===== src/rtl/rx_pkt_regs.sv =====
// Receive packet buffer with a byte-wide register interface.
// Bytes land in a circular buffer; completed packet lengths queue in a small length FIFO.
module rx_pkt_regs #(
  parameter int unsigned DEPTH    = 32,
  parameter int unsigned MAX_PKTS = 4
) (
  input  logic       clk,
  input  logic       rst,
  input  logic       in_valid,
  output logic       in_ready,
  input  logic [7:0] in_data,
  input  logic       in_last,
  input  logic [2:0] addr,
  input  logic       wr,
  input  logic [7:0] wr_data,
  input  logic       rd,
  output logic [7:0] rd_data,
  output logic       int_n
);

  localparam int unsigned AW = $clog2(DEPTH);
  localparam int unsigned CW = AW + 1;
  localparam int unsigned LW = (MAX_PKTS > 1) ? $clog2(MAX_PKTS) : 1;
  localparam int unsigned PW = $clog2(MAX_PKTS + 1);

  localparam logic [2:0] AddrStatus = 3'd0;
  localparam logic [2:0] AddrCtrl   = 3'd1;
  localparam logic [2:0] AddrPktLen = 3'd2;
  localparam logic [2:0] AddrRxData = 3'd3;
  localparam logic [2:0] AddrPktCnt = 3'd4;

  typedef enum logic [1:0] {StIdle, StRecv, StDiscard} state_e;

  logic [7:0]    mem_q     [DEPTH];
  logic [CW-1:0] len_mem_q [MAX_PKTS];

  state_e        state_q, state_d;
  logic [AW-1:0] wr_ptr_q, wr_ptr_d;
  logic [AW-1:0] rd_ptr_q, rd_ptr_d;
  logic [AW-1:0] pkt_start_q, pkt_start_d;
  logic [CW-1:0] occ_q, occ_d;
  logic [CW-1:0] open_cnt_q, open_cnt_d;
  logic [CW-1:0] head_off_q, head_off_d;
  logic [LW-1:0] len_wr_q, len_wr_d;
  logic [LW-1:0] len_rd_q, len_rd_d;
  logic [PW-1:0] pkt_cnt_q, pkt_cnt_d;
  logic          ovf_q, ovf_d;
  logic          int_en_q, int_en_d;
  logic          int_n_q, int_n_d;
  logic [7:0]    rd_data_q, rd_data_d;

  logic          rd_en, flush, buf_full, pkt_full, accept, store, commit, overflow;
  logic          pop, pop_last;
  logic [CW-1:0] head_len, pkt_len;

  function automatic logic [LW-1:0] len_inc(input logic [LW-1:0] p);
    return (p == LW'(MAX_PKTS - 1)) ? '0 : p + LW'(1);
  endfunction

  always_comb begin
    // A simultaneous write wins over the read.
    rd_en    = rd && !wr;
    flush    = wr && (addr == AddrCtrl) && wr_data[1];
    buf_full = (occ_q == CW'(DEPTH));
    pkt_full = (pkt_cnt_q == PW'(MAX_PKTS));
    in_ready = !rst && !flush && ((state_q == StDiscard) || (!buf_full && !pkt_full));
    accept   = in_valid && in_ready;
    store    = accept && (state_q != StDiscard);
    commit   = store && in_last;
    overflow = store && !in_last && (state_q == StRecv) && (open_cnt_q + CW'(1) == CW'(DEPTH));
    head_len = len_mem_q[len_rd_q];
    pkt_len  = (pkt_cnt_q != '0) ? head_len - head_off_q : '0;
    pop      = rd_en && (addr == AddrRxData) && (pkt_cnt_q != '0);
    pop_last = pop && (head_off_q + CW'(1) == head_len);
  end

  always_comb begin
    state_d     = state_q;
    wr_ptr_d    = wr_ptr_q;
    rd_ptr_d    = rd_ptr_q;
    pkt_start_d = pkt_start_q;
    occ_d       = occ_q + CW'(store) - CW'(pop);
    open_cnt_d  = open_cnt_q;
    head_off_d  = head_off_q;
    len_wr_d    = len_wr_q;
    len_rd_d    = len_rd_q;
    pkt_cnt_d   = pkt_cnt_q + PW'(commit) - PW'(pop_last);
    ovf_d       = ovf_q;
    int_en_d    = int_en_q;
    int_n_d     = !(int_en_q && (pkt_cnt_q != '0));
    rd_data_d   = rd_data_q;

    if (store) begin
      wr_ptr_d   = wr_ptr_q + AW'(1);
      open_cnt_d = open_cnt_q + CW'(1);
    end

    unique case (state_q)
      StIdle:    if (store && !in_last) state_d = StRecv;
      StRecv:    if (commit) state_d = StIdle;
                 else if (overflow) state_d = StDiscard;
      StDiscard: if (accept && in_last) state_d = StIdle;
      default:   state_d = StIdle;
    endcase

    if (commit) begin
      open_cnt_d  = '0;
      pkt_start_d = wr_ptr_q + AW'(1);
      len_wr_d    = len_inc(len_wr_q);
    end

    // Oversized packet: drop everything written for it, including this byte.
    if (overflow) begin
      wr_ptr_d   = pkt_start_q;
      open_cnt_d = '0;
      occ_d      = occ_q - open_cnt_q - CW'(pop);
    end

    if (pop) begin
      rd_ptr_d   = rd_ptr_q + AW'(1);
      head_off_d = head_off_q + CW'(1);
    end
    if (pop_last) begin
      head_off_d = '0;
      len_rd_d   = len_inc(len_rd_q);
    end

    if (wr && (addr == AddrStatus) && wr_data[2]) ovf_d = 1'b0;
    if (overflow) ovf_d = 1'b1;
    if (wr && (addr == AddrCtrl)) int_en_d = wr_data[0];

    if (rd_en) begin
      case (addr)
        AddrStatus: rd_data_d = {5'b0, ovf_q, buf_full, pkt_cnt_q != '0};
        AddrCtrl:   rd_data_d = {7'b0, int_en_q};
        AddrPktLen: rd_data_d = 8'(pkt_len);
        AddrRxData: rd_data_d = pop ? mem_q[rd_ptr_q] : 8'h00;
        AddrPktCnt: rd_data_d = 8'(pkt_cnt_q);
        default:    rd_data_d = 8'h00;
      endcase
    end

    if (flush) begin
      state_d     = StIdle;
      wr_ptr_d    = '0;
      rd_ptr_d    = '0;
      pkt_start_d = '0;
      occ_d       = '0;
      open_cnt_d  = '0;
      head_off_d  = '0;
      len_wr_d    = '0;
      len_rd_d    = '0;
      pkt_cnt_d   = '0;
    end
  end

  always_ff @(posedge clk) begin
    if (rst) begin
      state_q     <= StIdle;
      wr_ptr_q    <= '0;
      rd_ptr_q    <= '0;
      pkt_start_q <= '0;
      occ_q       <= '0;
      open_cnt_q  <= '0;
      head_off_q  <= '0;
      len_wr_q    <= '0;
      len_rd_q    <= '0;
      pkt_cnt_q   <= '0;
      ovf_q       <= 1'b0;
      int_en_q    <= 1'b1;
      int_n_q     <= 1'b1;
      rd_data_q   <= 8'h00;
    end else begin
      state_q     <= state_d;
      wr_ptr_q    <= wr_ptr_d;
      rd_ptr_q    <= rd_ptr_d;
      pkt_start_q <= pkt_start_d;
      occ_q       <= occ_d;
      open_cnt_q  <= open_cnt_d;
      head_off_q  <= head_off_d;
      len_wr_q    <= len_wr_d;
      len_rd_q    <= len_rd_d;
      pkt_cnt_q   <= pkt_cnt_d;
      ovf_q       <= ovf_d;
      int_en_q    <= int_en_d;
      int_n_q     <= int_n_d;
      rd_data_q   <= rd_data_d;
    end
  end

  always_ff @(posedge clk) begin
    if (store) mem_q[wr_ptr_q] <= in_data;
    if (commit) len_mem_q[len_wr_q] <= open_cnt_q + CW'(1);
  end

  assign rd_data = rd_data_q;
  assign int_n   = int_n_q;

endmodule

===== config.mk =====
export PLATFORM = sky130hd
export DESIGN_NAME = rx_pkt_regs
export DESIGN_NICKNAME = d
export VERILOG_FILES = /design/src/rtl/rx_pkt_regs.sv
export SDC_FILE = /design/constraint.sdc
export NUM_CORES = 1
export LEC_CHECK = 0
export CAP_MARGIN = 10
export CORE_MARGIN = 5
export CORE_UTILIZATION = 62
export CTS_CLUSTER_SIZE = 24
export DETAILED_ROUTE_END_ITERATION = 6
export PLACE_DENSITY = 0.77
export REMOVE_ABC_BUFFERS = 1
export SKIP_CTS_REPAIR_TIMING = 1
export SYNTH_ARGS = -nofsm -noshare
export SYNTH_HDL_FRONTEND = slang
export SYNTH_SLANG_ARGS = --single-unit

===== constraint.sdc =====
create_clock -name clk -period 4.6 [get_ports clk]
set_input_delay 0.92 -clock clk [delete_from_list [all_inputs] [get_ports clk]]
set_output_delay 0.92 -clock clk [all_outputs]
set_load 0.03 [all_outputs]

# Word level (Yosys, flattened, before mapping)
# Memory sizes are Yosys's and may differ from the RTL's. A register that Yosys moved wholly into a read port is not among the register bits.
# Index checks and enable logic that the tools add are counted.
[classes]
addsub = 13
n_eq_ne = 16
mux = 23
n_reduce_logical = 36
[ops]
columns = ["cell", "n"]
rows = [
  ["$pmux W8 S5", 1],
  ["$mux W5", 4],
  ["$logic_and A1 B1 Y1", 19],
  ["$mux W2", 8],
  ["$add A6 B1 Y6 const B", 2],
  ["$eq A6 B6 Y1 const B", 2],
  ["$mux W6", 2],
  ["$sub A6 B1 Y6", 2],
  ["$sub A6 B6 Y6", 2],
  ["$add A5 B1 Y5 const B", 2],
  ["$mux W8", 1],
  ["$logic_not A1 Y1", 7],
  ["$add A6 B1 Y6", 1],
  ["$eq A2 B2 Y1 const B", 3],
  ["$eq A3 B2 Y1 const B", 2],
  ["$eq A3 B3 Y1 const B", 2],
  ["$eq A6 B6 Y1", 1],
  ["$mux W1", 6],
  ["$pmux W2 S3", 1],
  ["$add A2 B1 Y2 const B", 2],
  ["$ne A2 B2 Y1 const B", 2],
  ["$reduce_bool A2 Y1", 2],
  ["$reduce_or A4 Y1", 1],
  ["$add A3 B1 Y3", 1],
  ["12 further kinds", 12],
]
[totals]
regBits = 53
ramBits = 280
in_bits = 25
output_inout_bits = 10
wordCells = 104
n_memories = 2
[memory_table]
columns = ["name", "words", "width", "rd", "rd_clocked_by_memory_dff", "write_ports", "line", "rtl"]
rows = [
  ["mem_q", 32, 8, 1, 1, 1, "34", "logic [7:0] mem_q [DEPTH];"],
  ["len_mem_q", 4, 6, 1, 1, 1, "35", "logic [CW-1:0] len_mem_q [MAX_PKTS];"],
]

# Depth between registers and ports, before layout
[depth]
depth_word = 14
depth_mapped = 18
depth_no_buf = 17

# Worst setup path after synthesis
# No wires, ideal clock.
[synth_path]
kind = "input to register"
startpoint = "in addr[2]"
endpoint = "reg occ_q[4]"
t_arrival_ns = 3.609
path_slack_ns = 0.920
stages = 17
n_path_buf = 2
cell_sequence = "buf_6 > and4bb_2 > a21oi_1 > and4_1 > inv_2 > clkbuf_1 > ha_1 > inv_1 > ha_1 > inv_1 > fa_1 > inv_1 > a21oi_1 > o21bai_1 > xor2_1 > o21ai_0 > a21oi_1"
[synth_via]
elab_chain_cells = 12
[synth_lines]
columns = ["element", "line", "rtl"]
rows = [
  ["from (decl)", "13", "input logic [2:0] addr,"],
  ["branches (longest 12 deep; another with $add A6 B1 Y6)", "n/a", ""],
  ["to (signal assigned)", "163", "occ_q <= '0;"],
  ["to (signal assigned)", "178", "occ_q <= occ_d;"],
  ["to (decl)", "41", "logic [CW-1:0] occ_q, occ_d;"],
]
# Parallel ways; which one is timed is not known.
# A chain may end at the register's enable or synchronous reset.

# Worst setup path after layout
[layout_path]
startpoint = "in addr[2]"
endpoint = "out in_ready"
[layout_via]
elab_chain_cells = 6
[layout_lines]
columns = ["element", "line", "rtl"]
rows = [
  ["$eq A3 B1 Y1", "63", "flush = wr && (addr == AddrCtrl) && wr_data[1];"],
  ["$logic_and A1 B1 Y1 (2 in a row)", "63", ""],
  ["$logic_not A1 Y1", "66", "in_ready = !rst && !flush && ((state_q == StDiscard) || (!buf_full && !pkt_full));"],
  ["$logic_and A1 B1 Y1 (2 in a row)", "66", ""],
  ["to (decl)", "10", "output logic in_ready,"],
]
# No other way between the ends.

==> impl_summary.log <==
INFO  metric synth-warning-count = 0
INFO  metric grt-ovfl-total = 0
INFO  metric post_layout_nonfiller_instances = roughly 1300
INFO  metric total_leakage_power = 5.27 nW
INFO  metric dp.final_hpwl = approximately 20000 um
INFO  metric cts_num_sinks = 340
INFO  metric globalplace.congestion = 0.853
INFO  metric die_w = 162 um
INFO  metric finalClockSkew = about 24 ps
INFO  metric drt-wirelength-per-cell = 23.5 um
INFO  metric synth_ff_type = sky130_fd_sc_hd__edfxtp_1
INFO  metric synth_largest_area_cell = sky130_fd_sc_hd__edfxtp_1
INFO  metric area_growth_syn_to_layout = 12.9%
INFO  metric net_count_reported_at_finish = 1022
INFO  metric clock_path_buffers = 3
INFO  metric num-fill-cells = between 1000 and 1500
INFO  metric detailed_place.area = between 0.015 and 0.02 mm2
INFO  metric worst_slew_margin_rel = between 10% and 20%
INFO  metric synthDominantCellAreaShare = between 50% and 60%
INFO  metric cpMaxStageDelayCell = sky130_fd_sc_hd__clkdlybuf4s50_1
INFO  metric worst-path-buf-inv = 3
INFO  metric fmax = ~240 MHz
INFO  metric worstSetupEndpointType = output port
INFO  metric synth_seq_cells = 340
INFO  metric cp-start-kind = primary input
INFO  metric post_synth_mux_area_share = 14.0%
INFO  metric grt_util_all_layers = around a quarter
INFO  metric worstSetupPathType = primary input to output port
INFO  metric timing.final.setup_violations = 0
INFO  metric grt_antenna_before_repair = 0
INFO  metric synthesis.area_per_instance = 16.1 um2
INFO  metric critical_path.top_delay_family = buffers and inverters
INFO  metric die-height = 162 um
INFO  metric drive_above_1_share = 18.3%
INFO  metric crit_required = 3680 ps
INFO  metric detailroute.via_count = 8011
INFO  metric finalHoldWorstSlack = about 460 ps
INFO  metric layout_min_cycle_time = slightly above 4000 ps
INFO  metric critical_path_arrival = 3220 ps
INFO  metric hold_path.class = flip-flop to flip-flop
INFO  metric netlist-cell-type-count = between 50 and 60
INFO  metric top_ports = 35
INFO  metric h-tree-depth = 2
INFO  metric antenna_violating_nets_post_route = 0
INFO  metric yosys.area_share.simple = 6.99%
INFO  metric drtIter0Drc = 865
INFO  metric syn_area = about 0.014 mm2
INFO  metric tritoncts = done
INFO  metric hold_viol = 0
INFO  metric design.core.area = 0.0228 mm2
INFO  metric timing.max_cap.violations = 0
INFO  metric clock_tree.root_cell = sky130_fd_sc_hd__clkbuf_16
INFO  metric number_of_synthesized_flops_with_an_enable_pin = 280
INFO  metric grt_pass1_vias = between 8000 and 9000
INFO  metric cp_max_fo = 15
INFO  metric power_density = between 300 and 400 mW/mm2
INFO  metric max_stage_delay = 670 ps
INFO  metric drc = 0
INFO  metric synth-compound-area-share = under 10%
INFO  metric synth-xor-area-share = under 10%
INFO  metric first_pass_grt_wire_length = 47700 um
INFO  metric antenna-diode-count = 0
INFO  metric floorplan.rows = 55
INFO  metric finalWirelength = about 30000 um
INFO  metric cts-buffers-inserted = 34
INFO  metric clock_latency = 520 ps
INFO  metric slew_viol_final = 0
INFO  metric vias_per_std_cell = 6.19
INFO  metric worst_setup_hold_path_clk_slew = 60 ps
INFO  metric worstMarginPinSlew = 1200 ps
INFO  metric leading_post_synthesis_cells_by_cell_area = sky130_fd_sc_hd__edfxtp_1, sky130_fd_sc_hd__mux4_2, sky130_fd_sc_hd__dfxtp_1, sky130_fd_sc_hd__ha_1, sky130_fd_sc_hd__nor2_1
INFO  metric status = completed
INFO  metric dr.pass1.iters = 5
INFO  metric synth_top_family_by_area = multiplexers
INFO  metric fin_area = 0.0163 mm2
INFO  metric dpl.cell_count = 1233
INFO  metric grt_max_degree = 36
INFO  metric synth-adder-area-share = 3.82%
INFO  metric crit_path_cell_trace = clkdlybuf4s50_1 > and4bb_2 > a21oi_1 > buf_4 > and2_1 > clkdlybuf4s50_1
INFO  metric portBuffers = 29
INFO  metric timing.final.crit_share = 90.1%
INFO  metric start_util = approximately 63%
INFO  metric worst_path_most_repeated_cell = sky130_fd_sc_hd__clkdlybuf4s50_1
INFO  metric synth_async_sr_flop_share = 0%
INFO  metric synth_sequential_area_ratio = 66.7%
INFO  metric synthesized_instance_count = 893
INFO  metric die_outline_area = 0.0264 mm2
INFO  metric grt_setup_unrepaired = no
INFO  metric ir_worst_vdd = roughly 0.33 mV
logic make-up after synthesis:
logic type,count (synthesis)
compound gates,90
xor+xnor,36
fa+ha+maj,41
buf+inv,79
flops,340
mux,102
simple gates,205
stage by stage:
| stage | total power, mW | setup WS (ps) | util, % | TNS, ps |
|---|---|---|---|---|
| after floorplan | 3.74 | -54.4 | - | -54.4 |
| after global placement | 3.87 | 432 | 66.8 | 0 |
| after detailed placement | 3.90 | 325 | 66.8 | 0 |
| after CTS | 6.48 | 481 | 71.4 | 0 |
| after global routing | 6.67 | 397 | 71.4 | 0 |
| final | 6.45 | 457 | 71.4 | 0 |
layout by cell type, fill, tap and decap left out, types with 29 or more instances in the layout:
cell                              synthesis  final
sky130_fd_sc_hd__clkdlybuf4s50_1          0     29
sky130_fd_sc_hd__mux4_2                  79     79
sky130_fd_sc_hd__nand2_1                 46     46
sky130_fd_sc_hd__ha_1                    36     36
sky130_fd_sc_hd__inv_1                   34     34
sky130_fd_sc_hd__nor2_1                  71     71
sky130_fd_sc_hd__dfxtp_1                 60     57
sky130_fd_sc_hd__edfxtp_1               280    280
sky130_fd_sc_hd__buf_4                    1     40
sky130_fd_sc_hd__a21oi_1                 30     30
sky130_fd_sc_hd__clkbuf_16                0     34
registers in the layout, indices dropped and copies added (netlist names), named ones only:
| register | cells |
|---|---|
| int_en_q | 1 |
| len_wr_q | 2 |
| rd_ptr_q | 5 |
| pkt_start_q | 5 |
| int_n | 1 |
| mem_q | 256 |
| pkt_cnt_q | 3 |
| ovf_q | 1 |
| wr_ptr_q | 5 |
| head_off_q | 6 |
| state_q | 2 |
| occ_q | 6 |
| len_mem_q | 24 |
| rd_data | 8 |
| open_cnt_q | 6 |
| len_rd_q | 2 |
worst min-delay path, delay by kind of cell, from the launching register on:
family             cells  cell delay (ps)
DFF                    1              310
and+or+nand+nor        1               50
AOI/OAI and AO/OA      1               50
path summary, 6_finish.rpt:
kind,from,to,slack [ps],depth (start not counted)
hold / removal,pkt_start_q[1]$_SDFFE_PP0P_,pkt_start_q[1]$_SDFFE_PP0P_,460,2
setup / recovery,addr[2],in_ready,460,6
hold reg to reg,pkt_start_q[1]$_SDFFE_PP0P_,pkt_start_q[1]$_SDFFE_PP0P_,460,2
setup reg to reg,occ_q[4]$_SDFF_PP0_,occ_q[4]$_SDFF_PP0_,1100,17
final cells by class:
cell class	count	area, um2	area share (%)
Timing Repair Buffer	70	611	3.76
Clock buffer	44	888	5.46
Multi-Input combinational cell	474	4460	27.4
Sequential cell	340	9620	59.1
Clock inverter	18	155	0.954
Tap cell	313	392	2.41
Inverter	36	135	0.831
cell usage after synthesis, drive strengths merged (20+ instances only):
cell    count
nand2      46
ha         36
inv        35
xnor2      25
dfxtp      60
a21oi      30
clkbuf     26
edfxtp    280
mux4       79
nand3      26
mux2i      20
nor2       71
per-layer routing:
| metal | GRT usage (%) | part of all wire, % |
|---|---|---|
| met1 | 34.3 | 41 |
| met5 | 0 | 0 |
| met4 | 6.04 | 2.0 |
| met3 | 4.99 | 8.3 |
| met2 | 38.0 | 48 |
report_power, final:
part | switching [mW] | total [mW] | leakage (nW) | internal (mW)
Clock | 1.12 | 2.61 | 0.502 | 1.49
Combinational | 0.263 | 0.444 | 1.78 | 0.181
Sequential | 0.0256 | 3.40 | 2.99 | 3.37
Note: power is estimated with default switching activity, not from simulation.
